--- config.mk ---
export PLATFORM = sky130hd
export DESIGN_NAME = addsub_pipe
export DESIGN_NICKNAME = d
export VERILOG_FILES = /design/src/rtl/addsub_pkg.sv /design/src/rtl/addsub_stage.sv /design/src/rtl/addsub_pipe.sv
export SDC_FILE = /design/constraint.sdc
export NUM_CORES = 1
export LEC_CHECK = 0
export ABC_AREA = 1
export CORE_UTILIZATION = 60
export DETAILED_ROUTE_END_ITERATION = 10
export GPL_ROUTABILITY_DRIVEN = 0
export PLACE_DENSITY = 0.85
export SYNTH_ARGS = -nofsm -noshare
export SYNTH_HDL_FRONTEND = slang
export SYNTH_SLANG_ARGS = --single-unit
export TNS_END_PERCENT = 30
--- constraint.sdc ---
create_clock -name clk -period 4.05 [get_ports clk]
set_input_delay 0.81 -clock clk [delete_from_list [all_inputs] [get_ports clk]]
set_output_delay 0.81 -clock clk [all_outputs]
set_load 0.01 [all_outputs]
--- src/rtl/addsub_pkg.sv ---
// Shared definitions for the pipelined add/subtract unit: op encodings,
// the flag bundle, and the op-decode helpers used on the input side.
package addsub_pkg;

  localparam logic [1:0] OP_ADD = 2'b00;
  localparam logic [1:0] OP_SUB = 2'b01;
  localparam logic [1:0] OP_ADC = 2'b10;
  localparam logic [1:0] OP_SBC = 2'b11;

  typedef struct packed {
    logic n;
    logic z;
    logic c;
    logic v;
  } flags_t;

  function automatic logic opInvertB(input logic [1:0] op);
    return (op == OP_SUB) || (op == OP_SBC);
  endfunction

  // ADD and SUB fix the carry-in; ADC and SBC take it from the port.
  function automatic logic opCarryIn(input logic [1:0] op, input logic cin);
    logic c;
    case (op)
      OP_ADD:  c = 1'b0;
      OP_SUB:  c = 1'b1;
      default: c = cin;
    endcase
    return c;
  endfunction

endpackage

--- src/rtl/addsub_stage.sv ---
// One CHUNK-bit slice of the split carry chain plus its pipeline register.
// Operands and already-resolved result slices ride along at full width.
module addsub_stage #(
  parameter int WIDTH = 64,
  parameter int CHUNK = 16,
  parameter int IDX   = 0
) (
  input  logic             clk,
  input  logic             rst_n,
  input  logic             en_i,
  input  logic             valid_i,
  input  logic [WIDTH-1:0] a_i,
  input  logic [WIDTH-1:0] b_i,
  input  logic [WIDTH-1:0] sum_i,
  input  logic             carry_i,
  input  logic             zero_i,
  output logic             valid_o,
  output logic [WIDTH-1:0] a_o,
  output logic [WIDTH-1:0] b_o,
  output logic [WIDTH-1:0] sum_o,
  output logic             carry_o,
  output logic             zero_o,
  output logic             msbCarry_o
);

  localparam int LO = IDX * CHUNK;

  logic [CHUNK-1:0] sliceA;
  logic [CHUNK-1:0] sliceB;
  logic [CHUNK:0]   sliceSum;

  logic             valid_d, valid_q;
  logic [WIDTH-1:0] a_d, a_q;
  logic [WIDTH-1:0] b_d, b_q;
  logic [WIDTH-1:0] sum_d, sum_q;
  logic             carry_d, carry_q;
  logic             zero_d, zero_q;
  logic             msbCarry_d, msbCarry_q;

  // Carry into the slice MSB is recovered from the sum bit, so the last
  // stage can form signed overflow without a second adder.
  always_comb begin
    sliceA     = a_i[LO +: CHUNK];
    sliceB     = b_i[LO +: CHUNK];
    sliceSum   = {1'b0, sliceA} + {1'b0, sliceB} + (CHUNK + 1)'(carry_i);
    valid_d    = valid_i;
    a_d        = a_i;
    b_d        = b_i;
    sum_d      = sum_i;
    sum_d[LO +: CHUNK] = sliceSum[CHUNK-1:0];
    carry_d    = sliceSum[CHUNK];
    zero_d     = zero_i & (sliceSum[CHUNK-1:0] == '0);
    msbCarry_d = sliceSum[CHUNK-1] ^ sliceA[CHUNK-1] ^ sliceB[CHUNK-1];
  end

  always_ff @(posedge clk or negedge rst_n) begin
    if (!rst_n) begin
      valid_q    <= 1'b0;
      a_q        <= '0;
      b_q        <= '0;
      sum_q      <= '0;
      carry_q    <= 1'b0;
      zero_q     <= 1'b0;
      msbCarry_q <= 1'b0;
    end else if (en_i) begin
      valid_q    <= valid_d;
      a_q        <= a_d;
      b_q        <= b_d;
      sum_q      <= sum_d;
      carry_q    <= carry_d;
      zero_q     <= zero_d;
      msbCarry_q <= msbCarry_d;
    end
  end

  assign valid_o    = valid_q;
  assign a_o        = a_q;
  assign b_o        = b_q;
  assign sum_o      = sum_q;
  assign carry_o    = carry_q;
  assign zero_o     = zero_q;
  assign msbCarry_o = msbCarry_q;

endmodule

--- src/rtl/addsub_pipe.sv ---
// Pipelined add/subtract with N/Z/C/V flags: one CHUNK-bit carry slice per
// stage, valid/ready handshake, whole-pipe stall on output backpressure.
module addsub_pipe
  import addsub_pkg::*;
#(
  parameter int WIDTH = 64,
  parameter int CHUNK = 16
) (
  input  logic             clk,
  input  logic             rst_n,
  input  logic             in_valid,
  output logic             in_ready,
  input  logic [WIDTH-1:0] a,
  input  logic [WIDTH-1:0] b,
  input  logic [1:0]       op,
  input  logic             cin,
  output logic             out_valid,
  input  logic             out_ready,
  output logic [WIDTH-1:0] result,
  output logic             flag_n,
  output logic             flag_z,
  output logic             flag_c,
  output logic             flag_v
);

  localparam int STAGES = WIDTH / CHUNK;

  logic             advance;
  logic [WIDTH-1:0] aPipe   [0:STAGES];
  logic [WIDTH-1:0] bPipe   [0:STAGES];
  logic [WIDTH-1:0] sumPipe [0:STAGES];
  logic [STAGES:0]  validPipe;
  logic [STAGES:0]  carryPipe;
  logic [STAGES:0]  zeroPipe;
  logic [STAGES-1:0] msbCarry;
  flags_t           flags;
  logic             unusedBits;

  // The whole pipe moves as one; a held output freezes every stage.
  assign advance  = ~validPipe[STAGES] | out_ready;
  assign in_ready = advance;

  assign validPipe[0] = in_valid;
  assign aPipe[0]     = a;
  assign bPipe[0]     = opInvertB(op) ? ~b : b;
  assign sumPipe[0]   = '0;
  assign carryPipe[0] = opCarryIn(op, cin);
  assign zeroPipe[0]  = 1'b1;

  for (genvar k = 0; k < STAGES; k++) begin : g_stage
    addsub_stage #(
      .WIDTH (WIDTH),
      .CHUNK (CHUNK),
      .IDX   (k)
    ) u_stage (
      .clk        (clk),
      .rst_n      (rst_n),
      .en_i       (advance),
      .valid_i    (validPipe[k]),
      .a_i        (aPipe[k]),
      .b_i        (bPipe[k]),
      .sum_i      (sumPipe[k]),
      .carry_i    (carryPipe[k]),
      .zero_i     (zeroPipe[k]),
      .valid_o    (validPipe[k+1]),
      .a_o        (aPipe[k+1]),
      .b_o        (bPipe[k+1]),
      .sum_o      (sumPipe[k+1]),
      .carry_o    (carryPipe[k+1]),
      .zero_o     (zeroPipe[k+1]),
      .msbCarry_o (msbCarry[k])
    );
  end

  assign flags.n = sumPipe[STAGES][WIDTH-1];
  assign flags.z = zeroPipe[STAGES];
  assign flags.c = carryPipe[STAGES];
  assign flags.v = msbCarry[STAGES-1] ^ carryPipe[STAGES];

  assign out_valid = validPipe[STAGES];
  assign result    = sumPipe[STAGES];
  assign flag_n    = flags.n;
  assign flag_z    = flags.z;
  assign flag_c    = flags.c;
  assign flag_v    = flags.v;

  // Operands leaving the last stage and inner-slice MSB carries have no consumer.
  assign unusedBits = ^{aPipe[STAGES], bPipe[STAGES], msbCarry};

endmodule

==> results.md <==
* DR vias at 14614
* Initial Utilization at 61.3%
* Flops & latches, synth at 365
* Slew HR at 42.3%
* Max incr delay on CP at 0.57 ns
* Final Cycle Share at 71.5%
* CP Capture Type: output pin
* Die footprint at 0.0301 mm²
* WP buf/inv at 3
* CORE AREA at 0.0288 mm²
* # rows at 62
* Worst Skew at 0.0175 ns
* Die X-Extent at 173 µm
* HPWL after detailed placement at 27.8 mm
* Critical-path top delay cell: clkdlybuf4s50_1
* Sink Count at 365
* Yosys warnings at 0
* H-tree depth at 2
* Proportion of layout cells with a drive suffix above 1 at 3.39%
* Post-CTS Hold Buffers at 0
* Commonest cells after routing, fill and taps aside: nand2_1, dfrtp_1, o21ai_0, clkdlybuf4s50_1, inv_1
* Clock buffer depth at 3
* Status: finished, final reports clean
* WL/cell at 14.4 µm
* Max Cap Violations at 0
* Worst path top cell family by delay: buffers and inverters
* Post-CTS setup buffers at 0
* Post_cts resized at 0
* Overall Global Routing Usage at 27.0%
* # setup viols final at 0
* Root Buffer: clkbuf_16
* Gr ovfl total at 0
* Drt total wl at 39.5 mm
* Final Net Count at 2540
* Req. time, crit path at 3.24 ns
* Vias per cell at 5.32
* CTS clock-pin slew for the worst setup and hold paths at 0.06 ns
* Final min period at 2.90 ns
* Crit-path cells: clkdlybuf4s50_1, inv_2, nand2_8, clkdlybuf4s50_1
* Minimum hold slack at 0.275 ns
* Worst Tran Pin Value at 0.866 ns
* Antenna Cells at 0
* Port bufs at 204
* CP Max Fanout at 16
* Max VDD drop at 0.387 mV
* Hold crit path type: input port to asynchronous set/reset pin
* Die extent in y at 173 µm
* Syn Area/Cell at 8.14 µm²
* Vias in the first global route at 14404
* Total Power at 16.6 mW
* Synth cell types at 31
* Fin. max-slew vios at 0
* Fin Setup TNS at 0 ns
* Drt first pass iters at 6
* Finished Core Util at 73.6%
* Register area share after synthesis at 51.8%
* CTS Buf Count at 38
* Crit Path Class: input port to output pin
* Pin count of the biggest net entering global routing at 197
* Detail Route Antenna Nets at 0
* Area post-placement at 0.0200 mm²
* Final hold vios at 0
* Worst path most repeated cell: clkdlybuf4s50_1
* CTS tree: built
* CP arrival at 2.09 ns
* Ports at 205
* Startpoint types: input port
* Area Overhead vs Synth at 20.0%
* Worst-Skew Late Latency at 0.52 ns
* Initial antenna violation count at 0
* First-pass GRT wire length at 67.1 mm
* Pwr/cell area at 784 mW/mm²
* Leak Pwr at 10.6 nW
* RSZ-0062 raised after global routing: false
* Final instance area at 0.0212 mm²
* Initial DRC Count at 1140
* Post-Syn Nets at 2371
* Cells after Synth at 2168
* FMAX at 345 MHz
* Most common cell after layout, fill and taps aside: nand2_1
* Drt drc at 0
* Synth Cell Area at 0.0176 mm²
## registers in the layout, indices dropped and copies added, names as in the netlist
signal / count
g_stage.u_stage.b_o: 96
g_stage.u_stage.zero_o: 4
g_stage.u_stage.carry_o: 4
g_stage.u_stage.a_o: 96
g_stage.u_stage.valid_o: 4
g_stage.u_stage.msbCarry_o: 1
g_stage.u_stage.sum_o: 160
## cell families after synthesis
kind of cell / Yosys count / share of synthesized area, %
AO/OA/AOI/OAI: 316 / 9.24
XOR/XNOR: 76 / 3.77
adder cells (fa/ha/maj): 68 / 5.16
buffers and inverters: 273 / 6.02
flip-flops: 365 / 51.8
multiplexers: 1 / 0.0567
AND/OR/NAND/NOR: 1069 / 24.0
## synth_stat cells, drive strengths merged
cell	number	area, µm²
nor3	5	25.0
buf	33	161
nand3	72	360
and2	2	12.5
nor3b	1	7.51
o21ai	238	1190
ha	60	751
mux2i	1	10.0
nand2	857	3220
fa	8	160
o21bai	5	37.5
a21o	3	22.5
or2	5	31.3
clkbuf	54	203
xnor2	57	499
dfrtp	365	9130
a31oi	17	106
nor2	101	379
xor2	19	166
nand4	5	31.3
o21a	3	22.5
inv	186	698
nand3b	21	158
a21oi	50	250
## per-layer routing
metal	share of wire, %	track usage, %	up-vias
met1	43	35.9	6876
met2	48	44.9	478
met3	5.5	3.64	108
li1	-	-	7152
met4	3.9	10.9	0
met5	0	0	-
## worst paths after layout
check | slack, ns | endpoint | start | cells past startpoint
worst max-delay path | 1.15 | in_ready | out_ready | 4
worst min-delay path | 0.28 | g_stage[3].u_stage.sum_o[7]$_DFFE_PN0P_ | rst_n | 1
worst max register to register | 1.58 | g_stage[3].u_stage.zero_o$_DFFE_PN0P_ | g_stage[2].u_stage.a_o[48]$_DFFE_PN0P_ | 13
worst min register to register | 0.47 | g_stage[3].u_stage.sum_o[44]$_DFFE_PN0P_ | g_stage[3].u_stage.sum_o[44]$_DFFE_PN0P_ | 2
max in group asynchronous | 2.59 | g_stage[2].u_stage.b_o[57]$_DFFE_PN0P_ | rst_n | 2
min in group clk | 0.47 | g_stage[3].u_stage.sum_o[44]$_DFFE_PN0P_ | g_stage[3].u_stage.sum_o[44]$_DFFE_PN0P_ | 2
## stage by stage
stage          setup slack [ns]  std cells
6_report                   1.15       2746
5_1_grt                    1.04       2746
4_1_cts                    1.14       2746
3_5_place_dp              0.699       2681
3_3_place_gp              0.778       2681
2_1_floorplan             0.936       2168
## power by group
| part | leakage, nW | internal (mW) | switching, mW |
|---|---|---|---|
| logic | 5.54 | 2.78 | 4.28 |
| clock network | 0.611 | 2.03 | 1.38 |
| registers | 4.41 | 5.27 | 0.867 |
## cell type report
class	count	area [µm²]
flip-flops and latches	365	9130
fillers	2090	7600
multi-input cells	1530	7450
repair buffers	216	2180
clock buffers	49	1050
inverters	186	706
well taps	384	480
clock inverters	16	163
No activity file was read; power rests on OpenSTA's default activity.
